File: src/rtl/ext_unit_pipe.sv
// ext_unit_pipe: registered sign/zero extension stage for the MIPS datapath.
// It covers the ID-stage immediate forms (SE16, ZE16, LUI) and the MEM/WB
// load-data forms (LB, LBU, LH, LHU), plus a PASS mode.
// Timing: one cycle of latency behind a valid/ready handshake. A one-entry
// skid register keeps full throughput when the consumer applies backpressure.
// Optional feature: define EXT_ALIGN_CHK_EN to add out_align_err. It flags
// halfword loads that use an odd byte offset, and the flag travels with its beat.
module ext_unit_pipe #(
  parameter int DATA_W = 32,
  localparam int OFF_W = $clog2(DATA_W / 8)
) (
  input  logic              clk,
  input  logic              reset,
  input  logic              in_valid,
  output logic              in_ready,
  input  logic [DATA_W-1:0] in_data,
  input  logic [OFF_W-1:0]  in_off,
  input  logic [2:0]        in_mode,
  output logic              out_valid,
  input  logic              out_ready,
  output logic [DATA_W-1:0] out_data
`ifdef EXT_ALIGN_CHK_EN
  ,
  output logic              out_align_err
`endif
);

  // Build the extended result from one input beat.
  // Lanes are little-endian. Halfword loads ignore off[0].
  function automatic logic [DATA_W-1:0] extend(
    input logic [2:0]        mode,
    input logic [DATA_W-1:0] data,
    input logic [OFF_W-1:0]  off
  );
    logic [OFF_W+2:0]  byte_shift;
    logic [OFF_W+2:0]  half_shift;
    logic [7:0]        byte_lane;
    logic [15:0]       half_lane;
    logic [DATA_W-1:0] res;
    byte_shift = {off, 3'b000};
    half_shift = {off[OFF_W-1:1], 4'b0000};
    byte_lane  = 8'(data >> byte_shift);
    half_lane  = 16'(data >> half_shift);
    case (mode)
      3'd0:    res = {{(DATA_W-16){data[15]}}, data[15:0]};
      3'd1:    res = {{(DATA_W-16){1'b0}}, data[15:0]};
      3'd2:    res = {data[15:0], {(DATA_W-16){1'b0}}};
      3'd3:    res = {{(DATA_W-8){byte_lane[7]}}, byte_lane};
      3'd4:    res = {{(DATA_W-8){1'b0}}, byte_lane};
      3'd5:    res = {{(DATA_W-16){half_lane[15]}}, half_lane};
      3'd6:    res = {{(DATA_W-16){1'b0}}, half_lane};
      3'd7:    res = data;
      default: res = data;
    endcase
    return res;
  endfunction

  // Pipeline state: output register (or_*) and skid register (sk_*).
  logic              or_valid_r;
  logic [DATA_W-1:0] or_data_r;
  logic              sk_valid_r;
  logic [DATA_W-1:0] sk_data_r;
  logic              in_ready_r;

  // Next-state values.
  logic              or_valid_nxt_s;
  logic [DATA_W-1:0] or_data_nxt_s;
  logic              sk_valid_nxt_s;
  logic [DATA_W-1:0] sk_data_nxt_s;

  logic              in_xfer_s;
  logic              or_free_s;
  logic [DATA_W-1:0] result_s;

`ifdef EXT_ALIGN_CHK_EN
  logic or_err_r;
  logic sk_err_r;
  logic or_err_nxt_s;
  logic sk_err_nxt_s;
  logic result_err_s;

  // A halfword load with an odd byte offset is misaligned.
  always_comb begin
    result_err_s = 1'b0;
    if ((in_mode == 3'd5) || (in_mode == 3'd6)) begin
      result_err_s = in_off[0];
    end else begin
      result_err_s = 1'b0;
    end
  end
`endif

  assign in_xfer_s = in_valid & in_ready_r;
  // The OR can take a new entry when it is empty or when it is draining this cycle.
  assign or_free_s = ~or_valid_r | out_ready;
  assign result_s  = extend(in_mode, in_data, in_off);

  // Next-state logic. Priority for the OR is skid entry, then the new beat, then empty.
  always_comb begin
    or_valid_nxt_s = or_valid_r;
    or_data_nxt_s  = or_data_r;
    sk_valid_nxt_s = sk_valid_r;
    sk_data_nxt_s  = sk_data_r;
`ifdef EXT_ALIGN_CHK_EN
    or_err_nxt_s   = or_err_r;
    sk_err_nxt_s   = sk_err_r;
`endif
    if (or_free_s) begin
      if (sk_valid_r) begin
        or_valid_nxt_s = 1'b1;
        or_data_nxt_s  = sk_data_r;
        sk_valid_nxt_s = 1'b0;
`ifdef EXT_ALIGN_CHK_EN
        or_err_nxt_s   = sk_err_r;
`endif
      end else if (in_xfer_s) begin
        or_valid_nxt_s = 1'b1;
        or_data_nxt_s  = result_s;
`ifdef EXT_ALIGN_CHK_EN
        or_err_nxt_s   = result_err_s;
`endif
      end else begin
        // Data is kept so that out_data holds its last value while idle.
        or_valid_nxt_s = 1'b0;
      end
    end else if (in_xfer_s) begin
      // The OR is stalled, so the accepted beat parks in the skid register.
      sk_valid_nxt_s = 1'b1;
      sk_data_nxt_s  = result_s;
`ifdef EXT_ALIGN_CHK_EN
      sk_err_nxt_s   = result_err_s;
`endif
    end else begin
      sk_valid_nxt_s = sk_valid_r;
    end
  end

  // State registers. in_ready is registered from the next skid occupancy.
  always_ff @(posedge clk or posedge reset) begin
    if (reset) begin
      or_valid_r <= 1'b0;
      or_data_r  <= '0;
      sk_valid_r <= 1'b0;
      sk_data_r  <= '0;
      in_ready_r <= 1'b1;
    end else begin
      or_valid_r <= or_valid_nxt_s;
      or_data_r  <= or_data_nxt_s;
      sk_valid_r <= sk_valid_nxt_s;
      sk_data_r  <= sk_data_nxt_s;
      in_ready_r <= ~sk_valid_nxt_s;
    end
  end

`ifdef EXT_ALIGN_CHK_EN
  // Misalignment flags travel alongside their beats.
  always_ff @(posedge clk or posedge reset) begin
    if (reset) begin
      or_err_r <= 1'b0;
      sk_err_r <= 1'b0;
    end else begin
      or_err_r <= or_err_nxt_s;
      sk_err_r <= sk_err_nxt_s;
    end
  end

  assign out_align_err = or_err_r;
`endif

  assign in_ready  = in_ready_r;
  assign out_valid = or_valid_r;
  assign out_data  = or_data_r;

endmodule
File: config.mk
export PLATFORM = sky130hd
export DESIGN_NAME = ext_unit_pipe
export DESIGN_NICKNAME = d
export VERILOG_FILES = /design/src/rtl/ext_unit_pipe.sv
export SDC_FILE = /design/constraint.sdc
export NUM_CORES = 1
export LEC_CHECK = 0
export CAP_MARGIN = 20
export CORE_AREA = 2 2 110 112
export CTS_CLUSTER_DIAMETER = 150
export DETAILED_ROUTE_END_ITERATION = 10
export DIE_AREA = 0 0 112 114
export GPL_ROUTABILITY_DRIVEN = 0
export MAX_ROUTING_LAYER = met4
export PLACE_DENSITY = 0.64
export SLEW_MARGIN = 20
export SYNTH_ARGS = -nofsm -noshare
export SYNTH_HDL_FRONTEND = slang
export SYNTH_SLANG_ARGS = --single-unit
File: constraint.sdc
create_clock -name clk -period 4.1 [get_ports clk]
set_input_delay 0.82 -clock clk [delete_from_list [all_inputs] [get_ports clk]]
set_output_delay 0.82 -clock clk [all_outputs]
set_load 0.02 [all_outputs]
==> results_dict.tcl <==
set metrics [dict create \
    status "finished, final reports clean" \
    seq_power_share 0.375 \
    grt_antenna_before_repair 0 \
    avgRoutedWirePerCell_um 17.6 \
    hpwl_um 8230 \
    clock_power_share 0.283 \
    grt_pass1_vias 3729 \
    drtPass1Iterations 5 \
    tritoncts "yes" \
    synth_mux_area_frac 0.0302 \
    drc_errors 0 \
    clock_latency_ps 330 \
    cts_sinks 67 \
    areaGrowthSynthToFinish_pct 28.4 \
    critical-path-max-stage-delay_ps 1040 \
    yosys.area_share.xor_xnor 0.00222 \
    tightest_slew_ps 994 \
    clockBufferDepth 2 \
    grt_setup_unrepaired "no" \
    required_ps 4270 \
    cts_root_buf "clkbuf_16" \
    min_path_type "flop to flop" \
    antenna_cells 0 \
    via_per_inst 5.69 \
    syn-instance-count 447 \
    crit_arrival_ps 3220 \
    start_util 0.336 \
    rows 40 \
    p_switching_w 0.000894 \
    critPathLaunchType "primary input" \
    setup-violations-final 0 \
    synth_edf_count 0 \
    fmax_ghz 0.329 \
    cts_setup_buffers 0 \
    die_h_um 114 \
    ys_types 52 \
    vias 3747 \
    cap_viol_max_count 0 \
    min_period_over_period 0.742 \
    sw_frac_of_total 0.342 \
    synthAdderAreaFrac 0.00286 \
    ys_ff_latch 67 \
    hold_viol_final 0 \
    ys.warnings.count 0 \
    synthFlopType "dfrtp_1" \
    pwr-share-comb 0.342 \
    coreArea_mm2 0.0117 \
    grt_usage 0.194 \
    dieArea_mm2 0.0128 \
    cp_slowest_cell "clkdlybuf4s50_1" \
    grt_pass1_wl_um 19300 \
    intPower_w 0.00172 \
    fill_cells 1185 \
    grt_max_degree 68 \
    cp_max_fo 24 \
    syn_nets 488 \
    numCtsBuffers 9 \
    synthSimpleGateAreaFrac 0.210 \
    grt_overflow 0 \
    end_kind "flop" \
    nets 547 \
    slew_headroom 0.334 \
    slew_violations 0 \
    port_buffers 74 \
    die_w_um 112 \
    cts_max_level 3 \
    synth_compound_area_frac 0.280 \
    fin_crit_ps 3040 \
    finalSetupTns_ps 0 \
    path_clk_slew_ps 50 \
    hold_buffers 0 \
    p_per_area_mw_per_mm2 517 \
    path_buf_inv 1 \
    ys_seq_area_frac 0.426 \
    crit_family "buffers and inverters" \
    crit_type "primary input to flop" \
    rrSetupSlack_ps 1470 \
    p_leak_nw 1.95 \
    drtAntennaViolNets 0 \
    total_power_w 0.00262 \
    first_iter_violations 330 \
    cts_resized 0 \
    finalClockSkew_ps 10.6 \
    async_flop_share 1.00 \
    synth_area_mm2 0.00394 \
    syn_avg_cell_area_um2 8.81 \
    ir_worst_vdd_uv 262 \
    crit_chain "clkdlybuf4s50_1 > mux2_1 > a22oi_1 > o21bai_2 > nor2_2 > a21oi_1" \
    synth_top_family_by_area "compound AO/OA/AOI/OAI gates" \
    drive_gt1_frac 0.125 \
    wirelength_um 11600 \
    io_pins 75 \
    holdWs_ps 486 \
]
cells in the final DEF (no fill, tap or decap), drive strengths merged, types with 2 or more instances in the layout:
master	netlist	routed
mux2i	4	4
clkbuf	19	11
clkinv	0	2
dfrtp	66	66
clkdlybuf4s50	0	74
a22o	18	18
mux2	7	7
a22oi	7	7
o21bai	9	9
nand2b	13	13
a31o	6	6
o22ai	2	2
nand2	44	44
or3	3	3
o21ai	20	20
o311a	2	2
a211oi	23	23
a31oi	14	14
nand4	3	3
inv	4	4
nor3b	2	2
a21o	8	8
nor2	56	56
nand3	14	14
and3	3	3
a21oi	35	35
buf	17	10
nor2b	2	2
nor3	28	28
clkinvlp	0	3
and2	4	4
a221oi	2	2
a311oi	2	2
synth_stat cells (3+ instances only):
cell	number	area (um^2)
nand2_1	43	161
a21o_1	8	60.1
nor3_1	26	130
clkbuf_1	19	71.3
nand2b_1	13	81.3
a22o_1	18	158
o21ai_1	13	65.1
nor2_1	54	203
inv_1	3	11.3
buf_6	3	33.8
a211oi_1	10	75.1
a31o_2	6	52.6
buf_1	3	11.3
and3_1	3	18.8
a21oi_1	35	175
and2_1	4	25.0
buf_2	10	50.1
dfrtp_1	66	1650
o21ai_0	7	35.0
a31oi_1	14	87.6
nand4_1	3	18.8
o21bai_1	8	60.1
a211oi_2	13	163
mux2i_1	4	40.0
a22oi_1	7	52.6
mux2_2	6	67.6
nand3_1	14	70.1
or3_1	3	18.8
cell families (layout without fill, tap and decap cells):
group,Yosys count,in the layout
and+or+nand+nor,175,175
xor gates and xnor gates,1,1
buffers and inverters,40,104
adders and majority gates,1,1
AOI/OAI and AO/OA,152,152
DFF,67,67
muxes,11,11
path summary, 6_finish.rpt:
path                               from  depth (start not counted)       endpoint
max                           in_off[1]                          6  sk_data_r[25]
min                        sk_data_r[0]                          1   sk_data_r[0]
max reg2reg                  sk_valid_r                          3   out_data[15]
min reg2reg                sk_data_r[0]                          1   sk_data_r[0]
max in group asynchronous         reset                          3   out_data[11]
min in group asynchronous         reset                          3   out_data[16]
final cells by class:
class / count / area (um^2) / share of cell area
timing repair buffer: 84 / 816 / 0.161
multi-input combinational: 340 / 2070 / 0.410
sequential: 67 / 1680 / 0.332
inverter: 4 / 17.5 / 0.00346
clock inverter: 5 / 36.3 / 0.00717
tap: 147 / 184 / 0.0364
clock buffer: 11 / 253 / 0.0500
through the flow:
step | utilization | setup slack [ps] | instance area, um^2 | std cells
3_5_place_dp | 0.407 | 758 | 4770 | 642
2_1_floorplan | - | 1600 | 3940 | 447
3_3_place_gp | 0.407 | 834 | 4770 | 642
5_1_grt | 0.432 | 807 | 5060 | 658
6_report | 0.432 | 1060 | 5060 | 658
4_1_cts | 0.432 | 1080 | 5060 | 658
sequential cells by signal (all words and copies together), names as in the netlist:
name        flops
out_data       32
sk_valid_r      1
out_valid       1
sk_data_r      32
in_ready        1
power by group through the flow:
stage | clock, W | combinational (W) | sequential [W]
6_report | 0.000741 | 0.000895 | 0.000982
3_5_place_dp | 0 | 0.000894 | 0.000996
2_1_floorplan | 0 | 0.000397 | 0.00110
3_3_place_gp | 0 | 0.000883 | 0.000987
5_1_grt | 0.000780 | 0.000978 | 0.00101
4_1_cts | 0.000751 | 0.000900 | 0.000986
layer usage:
metal / global-route usage / vias up / share of wire
met4: 0.0683 / 0 / 0.023
li1: - / 1757 / -
met5: - / - / 0
met3: 0.0340 / 28 / 0.067
met1: 0.265 / 1801 / 0.45
met2: 0.293 / 161 / 0.46
worst register-to-register path, delay by kind of cell (launching register included):
kind                   cells  cell delay (ps)
buffers and inverters      1              990
DFF                        1              760
and+or+nand+nor            1              530
AOI/OAI and AO/OA          1              250
Note: power is estimated with default switching activity, not from simulation.
